$ cat src/rtl/melody_sequencer.sv
// Beat-level melody sequencer: steps a 64-beat song ROM at a fixed tempo and
// drives a square-wave tone generator with the half-period of each note.
module melody_sequencer #(
    parameter int unsigned BEAT_CYC = 25_000_000,
    parameter int unsigned GAP_CYC  = 2_500_000
) (
    input  logic        sys_CLK,
    input  logic        rst_n,
    input  logic        play,
    input  logic        loop_en,
    output logic [17:0] half_period,
    output logic [4:0]  note_code,
    output logic [5:0]  beat_pos,
    output logic        busy,
    output logic        done
);

    localparam int unsigned CNT_W = $clog2(BEAT_CYC + 1);
    localparam logic [CNT_W-1:0] LAST_CNT  = CNT_W'(BEAT_CYC - 1);
    localparam logic [CNT_W-1:0] GAP_START = CNT_W'(BEAT_CYC - GAP_CYC);

    // Liangzhu theme; 1-7 low octave, 8-14 middle, 15-21 high, 0 rest.
    localparam logic [4:0] SONG [0:63] = '{
        5'd3,  5'd3,  5'd3,  5'd3,  5'd5,  5'd5,  5'd5,  5'd6,
        5'd8,  5'd8,  5'd9,  5'd6,  5'd8,  5'd5,  5'd5,  5'd5,
        5'd12, 5'd12, 5'd12, 5'd15, 5'd13, 5'd12, 5'd10, 5'd12,
        5'd9,  5'd9,  5'd9,  5'd9,  5'd10, 5'd7,  5'd6,  5'd6,
        5'd5,  5'd5,  5'd5,  5'd6,  5'd8,  5'd8,  5'd9,  5'd9,
        5'd3,  5'd3,  5'd8,  5'd6,  5'd5,  5'd6,  5'd8,  5'd5,
        5'd12, 5'd15, 5'd13, 5'd12, 5'd10, 5'd12, 5'd9,  5'd5,
        5'd5,  5'd5,  5'd5,  5'd5,  5'd5,  5'd5,  5'd5,  5'd5
    };

    typedef enum logic {IDLE, PLAY} state_t;

    function automatic logic [17:0] tone_of(input logic [4:0] code);
        logic [4:0]  idx;
        logic [1:0]  oct;
        logic [17:0] base;
        idx = 5'd0;
        oct = 2'd0;
        if (code >= 5'd1 && code <= 5'd7) begin
            idx = code;
        end else if (code >= 5'd8 && code <= 5'd14) begin
            idx = code - 5'd7;
            oct = 2'd1;
        end else if (code >= 5'd15 && code <= 5'd21) begin
            idx = code - 5'd14;
            oct = 2'd2;
        end
        case (idx)
            5'd1:    base = 18'd191113;
            5'd2:    base = 18'd170265;
            5'd3:    base = 18'd151686;
            5'd4:    base = 18'd143171;
            5'd5:    base = 18'd127551;
            5'd6:    base = 18'd113636;
            5'd7:    base = 18'd101239;
            default: base = 18'd0;
        endcase
        return base >> oct;
    endfunction

    state_t           state, nxt_state;
    logic             play_d;
    logic             start;
    logic [CNT_W-1:0] beat_cnt, nxt_cnt;
    logic [5:0]       nxt_pos;
    logic             nxt_done;
    logic [4:0]       cur_code, following_code;
    logic             differs, in_gap;

    always_comb begin
        start     = play & ~play_d;
        nxt_state = state;
        nxt_pos   = beat_pos;
        nxt_cnt   = beat_cnt;
        nxt_done  = 1'b0;
        case (state)
            IDLE: begin
                nxt_pos = 6'd0;
                nxt_cnt = '0;
                if (start) nxt_state = PLAY;
            end
            PLAY: begin
                if (!play) begin
                    nxt_state = IDLE;
                    nxt_pos   = 6'd0;
                    nxt_cnt   = '0;
                end else if (beat_cnt == LAST_CNT) begin
                    nxt_cnt = '0;
                    if (beat_pos == 6'd63 && !loop_en) begin
                        nxt_state = IDLE;
                        nxt_pos   = 6'd0;
                        nxt_done  = 1'b1;
                    end else begin
                        nxt_pos = beat_pos + 6'd1;
                    end
                end else begin
                    nxt_cnt = beat_cnt + CNT_W'(1);
                end
            end
            default: nxt_state = IDLE;
        endcase
    end

    // The 6-bit wrap makes beat 63 look ahead to beat 0; without looping the
    // song ends, so the last beat always releases.
    always_comb begin
        cur_code       = SONG[nxt_pos];
        following_code = SONG[nxt_pos + 6'd1];
        differs        = (following_code != cur_code) || (nxt_pos == 6'd63 && !loop_en);
        in_gap         = (GAP_CYC != 0) && (nxt_cnt >= GAP_START) && differs;
    end

    always_ff @(posedge sys_CLK) begin
        if (!rst_n) begin
            state       <= IDLE;
            play_d      <= 1'b0;
            beat_cnt    <= '0;
            beat_pos    <= 6'd0;
            note_code   <= 5'd0;
            half_period <= 18'd0;
            busy        <= 1'b0;
            done        <= 1'b0;
        end else begin
            state    <= nxt_state;
            play_d   <= play;
            beat_cnt <= nxt_cnt;
            beat_pos <= nxt_pos;
            done     <= nxt_done;
            busy     <= (nxt_state == PLAY);
            if (nxt_state == PLAY) begin
                note_code   <= cur_code;
                half_period <= in_gap ? 18'd0 : tone_of(cur_code);
            end else begin
                note_code   <= 5'd0;
                half_period <= 18'd0;
            end
        end
    end

endmodule

$ cat config.mk
export PLATFORM = sky130hd
export DESIGN_NAME = melody_sequencer
export DESIGN_NICKNAME = d
export VERILOG_FILES = /design/src/rtl/melody_sequencer.sv
export SDC_FILE = /design/constraint.sdc
export NUM_CORES = 1
export LEC_CHECK = 0
export CAP_MARGIN = 20
export CELL_PAD_IN_SITES_DETAIL_PLACEMENT = 1
export CELL_PAD_IN_SITES_GLOBAL_PLACEMENT = 1
export CORE_AREA = 3 3 121 94
export DETAILED_ROUTE_END_ITERATION = 8
export DIE_AREA = 0 0 124 97
export PLACE_DENSITY = 0.95
export SYNTH_ARGS = -nofsm -noshare
export SYNTH_HDL_FRONTEND = slang
export SYNTH_SLANG_ARGS = --single-unit
$ cat constraint.sdc
create_clock -name sys_CLK -period 13.5 [get_ports sys_CLK]
set_clock_uncertainty 0.2 [all_clocks]
set_input_delay 2.025 -clock sys_CLK [delete_from_list [all_inputs] [get_ports sys_CLK]]
set_output_delay 2.025 -clock sys_CLK [all_outputs]
set_load 0.1 [all_outputs]
# Word level (Yosys, flattened, before mapping)
# Memories as Yosys holds them, arrays and structs flattened.
# Index checks and enable logic that the tools add are counted.
dict set report totals {
  register_bits 57
  rom_bits 640
  inputBits 4
  output_inout_bits 31
  wordCells 83
  memories 2
}
dict set report classes {
  n_addsub 5
  magnitude_cmp 9
  eq_ne 11
  n_shift 1
  mux 30
  bitwise_logic 7
  n_reduce_logical 11
}
# name depth word_bits rd rd_ports_with_merged_regs wr line
set mem_list {}
lappend mem_list {{(name not given)} 64 5 1 0 0 111} ;# following_code = SONG[nxt_pos + 6'd1];
lappend mem_list {{(name not given)} 64 5 1 0 0 110} ;# cur_code = SONG[nxt_pos];
# cell count
set ops {}
lappend ops {{$pmux W18 S7} 1}
lappend ops {{$mux W25} 2}
lappend ops {{$pmux W25 S2} 1}
lappend ops {{$mux W5} 9}
lappend ops {{$mux W18} 2}
lappend ops {{$add A25 B1 Y25 const B} 1}
lappend ops {{$eq A25 B25 Y1 const B} 1}
lappend ops {{$ge A25 B25 Y1 const B} 1}
lappend ops {{$eq A5 B3 Y1 const B} 4}
lappend ops {{$mux W6} 3}
lappend ops {{$shr A18 B2 Y18} 1}
lappend ops {{$ge A7 B7 Y1 const B} 2}
lappend ops {{$not A6 Y7} 2}
lappend ops {{$add A6 B1 Y6 const B} 2}
lappend ops {{$eq A6 B6 Y1 const B} 2}
lappend ops {{$pmux W6 S2} 1}
lappend ops {{$eq A5 B2 Y1 const B} 2}
lappend ops {{$ge A5 B4 Y1 const B} 2}
lappend ops {{$mux W2} 5}
lappend ops {{$logic_and A1 B1 Y1} 6}
lappend ops {{$eq A5 B1 Y1 const B} 1}
lappend ops {{$ge A5 B1 Y1 const B} 1}
lappend ops {{$le A5 B3 Y1 const B} 1}
lappend ops {{$le A5 B4 Y1 const B} 1}
lappend ops {{13 further kinds} 20}

# Depth between registers and ports, before layout
dict set report depth {
  ltp_word 22
  mapped_depth 28
  mapped_depth_nobuf 24
}

# Worst setup path after synthesis
# OpenSTA, ideal clock, no wires.
dict set report synth_timing {
  kind {input to register}
  startpoint {input port play}
  endpoint {register half_period[10]}
  setup_ns 0.129
  arrival_ns 6.120
  required_ns 13.171
  slack_ns 7.051
  path_stages 22
  path_buffers 2
  cell_sequence {and2_0 > nand2_1 > mux2i_1 > ha_1 > inv_1 > ha_1 > o21ai_0 > o22ai_1 > mux2_4 > inv_1 > ha_1 > ha_1 > clkbuf_1 > inv_1 > a21oi_1 > a31oi_1 > o211a_1 > nor2_1 > clkbuf_1 > a21oi_1 > a211oi_1 > o32ai_1}
}
dict set report synth_between {
  elab_chain_len 18
  elab_cells_between_ends 57
  classes_between {add/sub: 3; order compare: 7; eq/ne: 9; shift: 1; mux: 24; bitwise: 4; reduce/logical: 7; memory: 2}
}
# item line
set synth_lines {}
lappend synth_lines {{from (decl)} 9} ;# input logic play,
lappend synth_lines {{$mux W6 (*)} 86} ;# if (!play) begin
lappend synth_lines {{$pmux W6 S2 (*)} 79} ;# case (state)
lappend synth_lines {{via nxt_pos[1]} 68} ;# logic [5:0] nxt_pos;
lappend synth_lines {{$not A6 Y7 (not written as such) (*)} 110}
lappend synth_lines {{$mem_v2 Z64 W5 (*)} -}
lappend synth_lines {{$mux W5 (not written as such) (*) (2 in series)} 110}
lappend synth_lines {{via cur_code[1]} 70} ;# logic [4:0] cur_code, following_code;
lappend synth_lines {{$ge A5 B4 Y1 / $le A5 B5 Y1 (equally long branches)} 47} ;# end else if (code >= 5'd15 && code <= 5'd21) begin
lappend synth_lines {{[3 not listed]} -}
lappend synth_lines {{$mux W5} 42} ;# if (code >= 5'd1 && code <= 5'd7) begin
lappend synth_lines {{$mux W5} 133} ;# if (nxt_state == PLAY) begin
lappend synth_lines {{$mux W5} 117} ;# if (!rst_n) begin
lappend synth_lines {{$eq A5 B3 Y1 (tied with other cells)} 51} ;# case (idx)
lappend synth_lines {{$pmux W18 S7} 51}
lappend synth_lines {{$mux W18} 133}
lappend synth_lines {{$mux W18} 117}
lappend synth_lines {{$shr A18 B2 Y18} 61} ;# return base >> oct;
lappend synth_lines {{to (signal assigned)} 135} ;# half_period <= in_gap ? 18'd0 : tone_of(cur_code);
lappend synth_lines {{to (decl)} 11} ;# output logic [17:0] half_period,
# The timed path passes the listed nets; every way through them passes the cells marked *. The select of a mux whose other input is x is not followed.
# A chain may end at the register's enable or synchronous reset.

# Worst setup path after layout
dict set report layout_timing {
  startpoint {input port play}
  endpoint {register half_period[10]}
}
dict set report layout_between {
  elab_chain_len 18
  elab_cells_between_ends 57
  classes_between {add/sub: 3; order compare: 7; eq/ne: 9; shift: 1; mux: 24; bitwise: 4; reduce/logical: 7; memory: 2}
}
# item line
set layout_lines {}
lappend layout_lines {{$mux W6 (*)} 86}
lappend layout_lines {{$pmux W6 S2 (*)} 79}
lappend layout_lines {{via nxt_pos[1]} 68}
lappend layout_lines {{$not A6 Y7 (not written as such)} 110}
lappend layout_lines {{$mem_v2 Z64 W5} -}
lappend layout_lines {{$mux W5 (not written as such) (2 in series)} 110}
lappend layout_lines {{$ge A5 B4 Y1 / $le A5 B5 Y1 (equally long branches)} 47}
lappend layout_lines {{$logic_and A1 B1 Y1} 47}
lappend layout_lines {{[2 not listed]} -}
lappend layout_lines {{$mux W5} 42}
lappend layout_lines {{$mux W5} 133}
lappend layout_lines {{$mux W5} 117}
lappend layout_lines {{$eq A5 B3 Y1 (tied with other cells)} 51}
lappend layout_lines {{$pmux W18 S7} 51}
lappend layout_lines {{$mux W18} 133}
lappend layout_lines {{$mux W18} 117}
lappend layout_lines {{$shr A18 B2 Y18} 61}
# Marks and branches as above.

==> impl_metrics.csv <==
group,metric,value,unit
critical_path,crit_path_end_kind,"flop",
route,route.detailed.drc,0,
critical_path,crit_slowest_cell,"o31ai_2",
floorplanning,start_util,48.6,%
grt,grt_overflow_total,0,
sta,setup_ws,4.99,ns
clock_tree,cts_tree,"yes",
critical_path,cpPeakStageDelay,0.79,ns
critical_path,arrival,8.52,ns
pwr,vdd_drop_max,47.6,µV
pwr,combPwrFrac,9.1,%
synthesis,synth_edf_count,0,
clock_tree,cts_resized,0,
sta,timing.fmax,117,MHz
sta,drv_slew,0,
synthesis,synth-seq-cells,56,
layout,drive_gt1_share,10.4,%
synthesis,synth_top_area_share,22.5,%
floorplanning,die_x,124,µm
pwr,power_density,62.2,nW/µm²
synthesis,yosysUniqueCellTypes,101,
route,drt-initial-drc-count,660,
sta,hold_ws,0.289,ns
sta,fin_setup_tns,0,ns
pwr,p_sw_share,27.5,%
grt,grt_max_degree,25,
synthesis,syn_inst,623,
placed_design,post-place-ws,4.80,ns
synthesis,synth.most_common_cell,"nor2_1",
route,wl_per_cell,21.3,µm
sta,min_period_over_period,63.1,%
route,viasPerCell,6.79,
critical_path,crit_path_start_kind,"primary input",
sta,rsz0062_at_grt,"false",
floorplanning,ios,35,
clock_tree,numCtsBuffers,5,
clock_tree,clkSinkCount,56,
placed_design,dp_cells,753,
clock_tree,root_buffer,"clkbuf_16",
synthesis,synth.avg_cell_area,8.00,µm²
synthesis,ys_seq_area_share,22.5,%
floorplanning,die_h,97,µm
sta,tightest_slew,0.990,ns
floorplanning,row_count,32,
synthesis,ys_warn_count,0,
critical_path,crit_fanout,14,
route,dr.pass1.iters,5,
synthesis,synth_nets,646,
critical_path,cp_cell_sequence,"clkdlybuf4s50_1 > and2_0 > nand2_1 > mux2i_1 > inv_2 > ha_1 > nor3_1 > o21ai_1 > a32oi_1 > a22o_2 > inv_2 > ha_1 > a41o_1 > a21oi_2 > nor2_1 > o31ai_2 > nand2_1 > o22ai_1 > a221oi_1 > o32ai_1",
sta,max_slew_margin,33.8,%
synthesis,netlist_top_cells_count,"61 x nor2_1, 56 x dfxtp_1, 50 x nand2_1",
synthesis,synthArstFlopShare,0,%
pwr,pwr-share-seq,50.1,%
pwr,clkPwrFrac,40.8,%
clock_tree,cts_setup_buffers,0,
grt,antenna_found_initial,0,
critical_path,path_buf_inv,3,
layout,stdcell_count,762,
placed_design,place_area,5250,µm²
critical_path,cp.required,13.50,ns
synthesis,ys.flop_type,"dfxtp_1",
sta,setup_viol,0,
floorplanning,dieArea,12000,µm²
clock_tree,cts_buffer_depth,2,
run,cap_violations,0,
layout,nets,648,
placed_design,dp_hpwl,11700,µm
placed_design,gp_congestion,0.961,
layout,antenna_cells,0,
pwr,switchingPower,92.3,µW
clock_tree,clk_pin_slew,0.08,ns
sta,min_period,8.51,ns
route,drtAntennaViolNets,0,
layout,finalInstanceArea,5410,µm²
synthesis,synth_top_cell_by_area,"dfxtp_1",
pwr,leakagePower,1.87,nW
placed_design,io_buffers,33,
run_status,status,"finished clean",
route,routed_wl,16200,µm
grt,grt_use_total,26.8,%
critical_path,cpLargestDelayFamily,"compound AO/OA/AOI/OAI gates",
clock_tree,clkLatencyLatePin,0.31,ns
clock_tree,postCtsHoldBufs,0,
clock_tree,htree_num_levels,2,
route,num_vias,5174,
pwr,p_int,244,µW
worst_hold_path,min_path_type,"flop to flop",
synthesis,synth_area_leaders,"dfxtp_1 22%, ha_1 4.8%, nor2_1 4.6%",
grt,grt_first_pass_wirelength,26600,µm
grt,grt_pass1_vias,5093,
critical_path,crit_type,"primary input to flop",
sta,final_hold_viol_count,0,
layout,syn2layout_area_growth,8.51,%
synthesis,syn_area,4980,µm²
floorplanning,coreArea,10200,µm²
-- registers in the layout, indices dropped and copies added (netlist names) --
name         flops
state            1
done             1
beat_cnt        25
half_period     18
beat_pos         6
play_d           1
note_code        4
-- worst register-to-register path: cells and delay by family, from the launching register on --
kind                     cells  cell delay (ns)
AO/OA/AOI/OAI                9             2.69
AND/OR/NAND/NOR              5             1.64
adder cells (fa/ha/maj)      5             1.27
buffers and inverters        4             0.78
flip-flops                   1             0.40
multiplexers                 1             0.35
-- stage by stage --
stage                     power, mW  util [%]
final                         0.336      52.8
after CTS                     0.338      52.7
after global placement        0.202      51.2
after floorplan               0.195         -
after global routing          0.347      52.8
after detailed placement      0.203      51.2
-- per-layer routing --
metal  track usage, %  part of all wire (%)
met5                0                     0
met4             7.49                   2.2
met3             4.21                   8.0
met2             42.1                    45
met1             37.9                    45
-- cells by family after synthesis --
group / synth area share [%]
AOI/OAI and AO/OA: 28.6
xor gates and xnor gates: 5.62
adders and majority gates: 4.77
buffers and inverters: 7.03
DFF: 22.5
muxes: 3.71
other: 0.0752
and+or+nand+nor: 27.7
-- path summary, 6_finish.rpt --
kind / startpoint / endpoint / slack, ns / cells after the start
hold reg to reg: beat_cnt[0] / beat_cnt[0] / 0.29 / 1
setup / recovery: play / half_period[10] / 4.99 / 20
hold / removal: beat_cnt[0] / beat_cnt[0] / 0.29 / 1
setup reg to reg: beat_cnt[0] / half_period[10] / 6.08 / 24
-- placed cells by master, fill, tap and decap left out, types with 4 or more instances in the layout --
master / instances
mux2_2: 6
a211o_1: 6
and3_1: 10
nor4_1: 8
o32ai_1: 5
o31ai_1: 4
inv_1: 16
nor2b_1: 4
o21ai_0: 26
and2_1: 14
a31oi_1: 13
xnor2_1: 13
o211ai_1: 7
nand2_1: 50
ha_1: 19
nor2_1: 61
o22ai_1: 9
xor2_1: 19
dfxtp_1: 56
nor3_1: 21
o221ai_1: 4
nand4_1: 17
a211oi_1: 11
nand3_1: 29
o21ai_1: 4
mux2i_1: 7
a21oi_1: 31
clkbuf_16: 5
and4_1: 7
clkdlybuf4s50_1: 33
-- final cells by class --
class | count | area (µm²)
Fill cell | 1257 | 4840
Multi-Input combinational cell | 504 | 3520
Sequential cell | 56 | 1120
Timing Repair Buffer | 37 | 364
Tap cell | 136 | 170
Clock buffer | 5 | 125
Inverter | 21 | 85.1
Clock inverter | 3 | 26.3
-- power groups by stage --
stage               combinational (mW)  sequential (mW)  clock (mW)
global route                    0.0319            0.169       0.146
CTS                             0.0306            0.168       0.139
floorplan                      0.00740            0.188           0
global placement                0.0301            0.172           0
detailed placement              0.0305            0.172           0
finish                          0.0307            0.168       0.137
(Power assumes the default switching activity.)
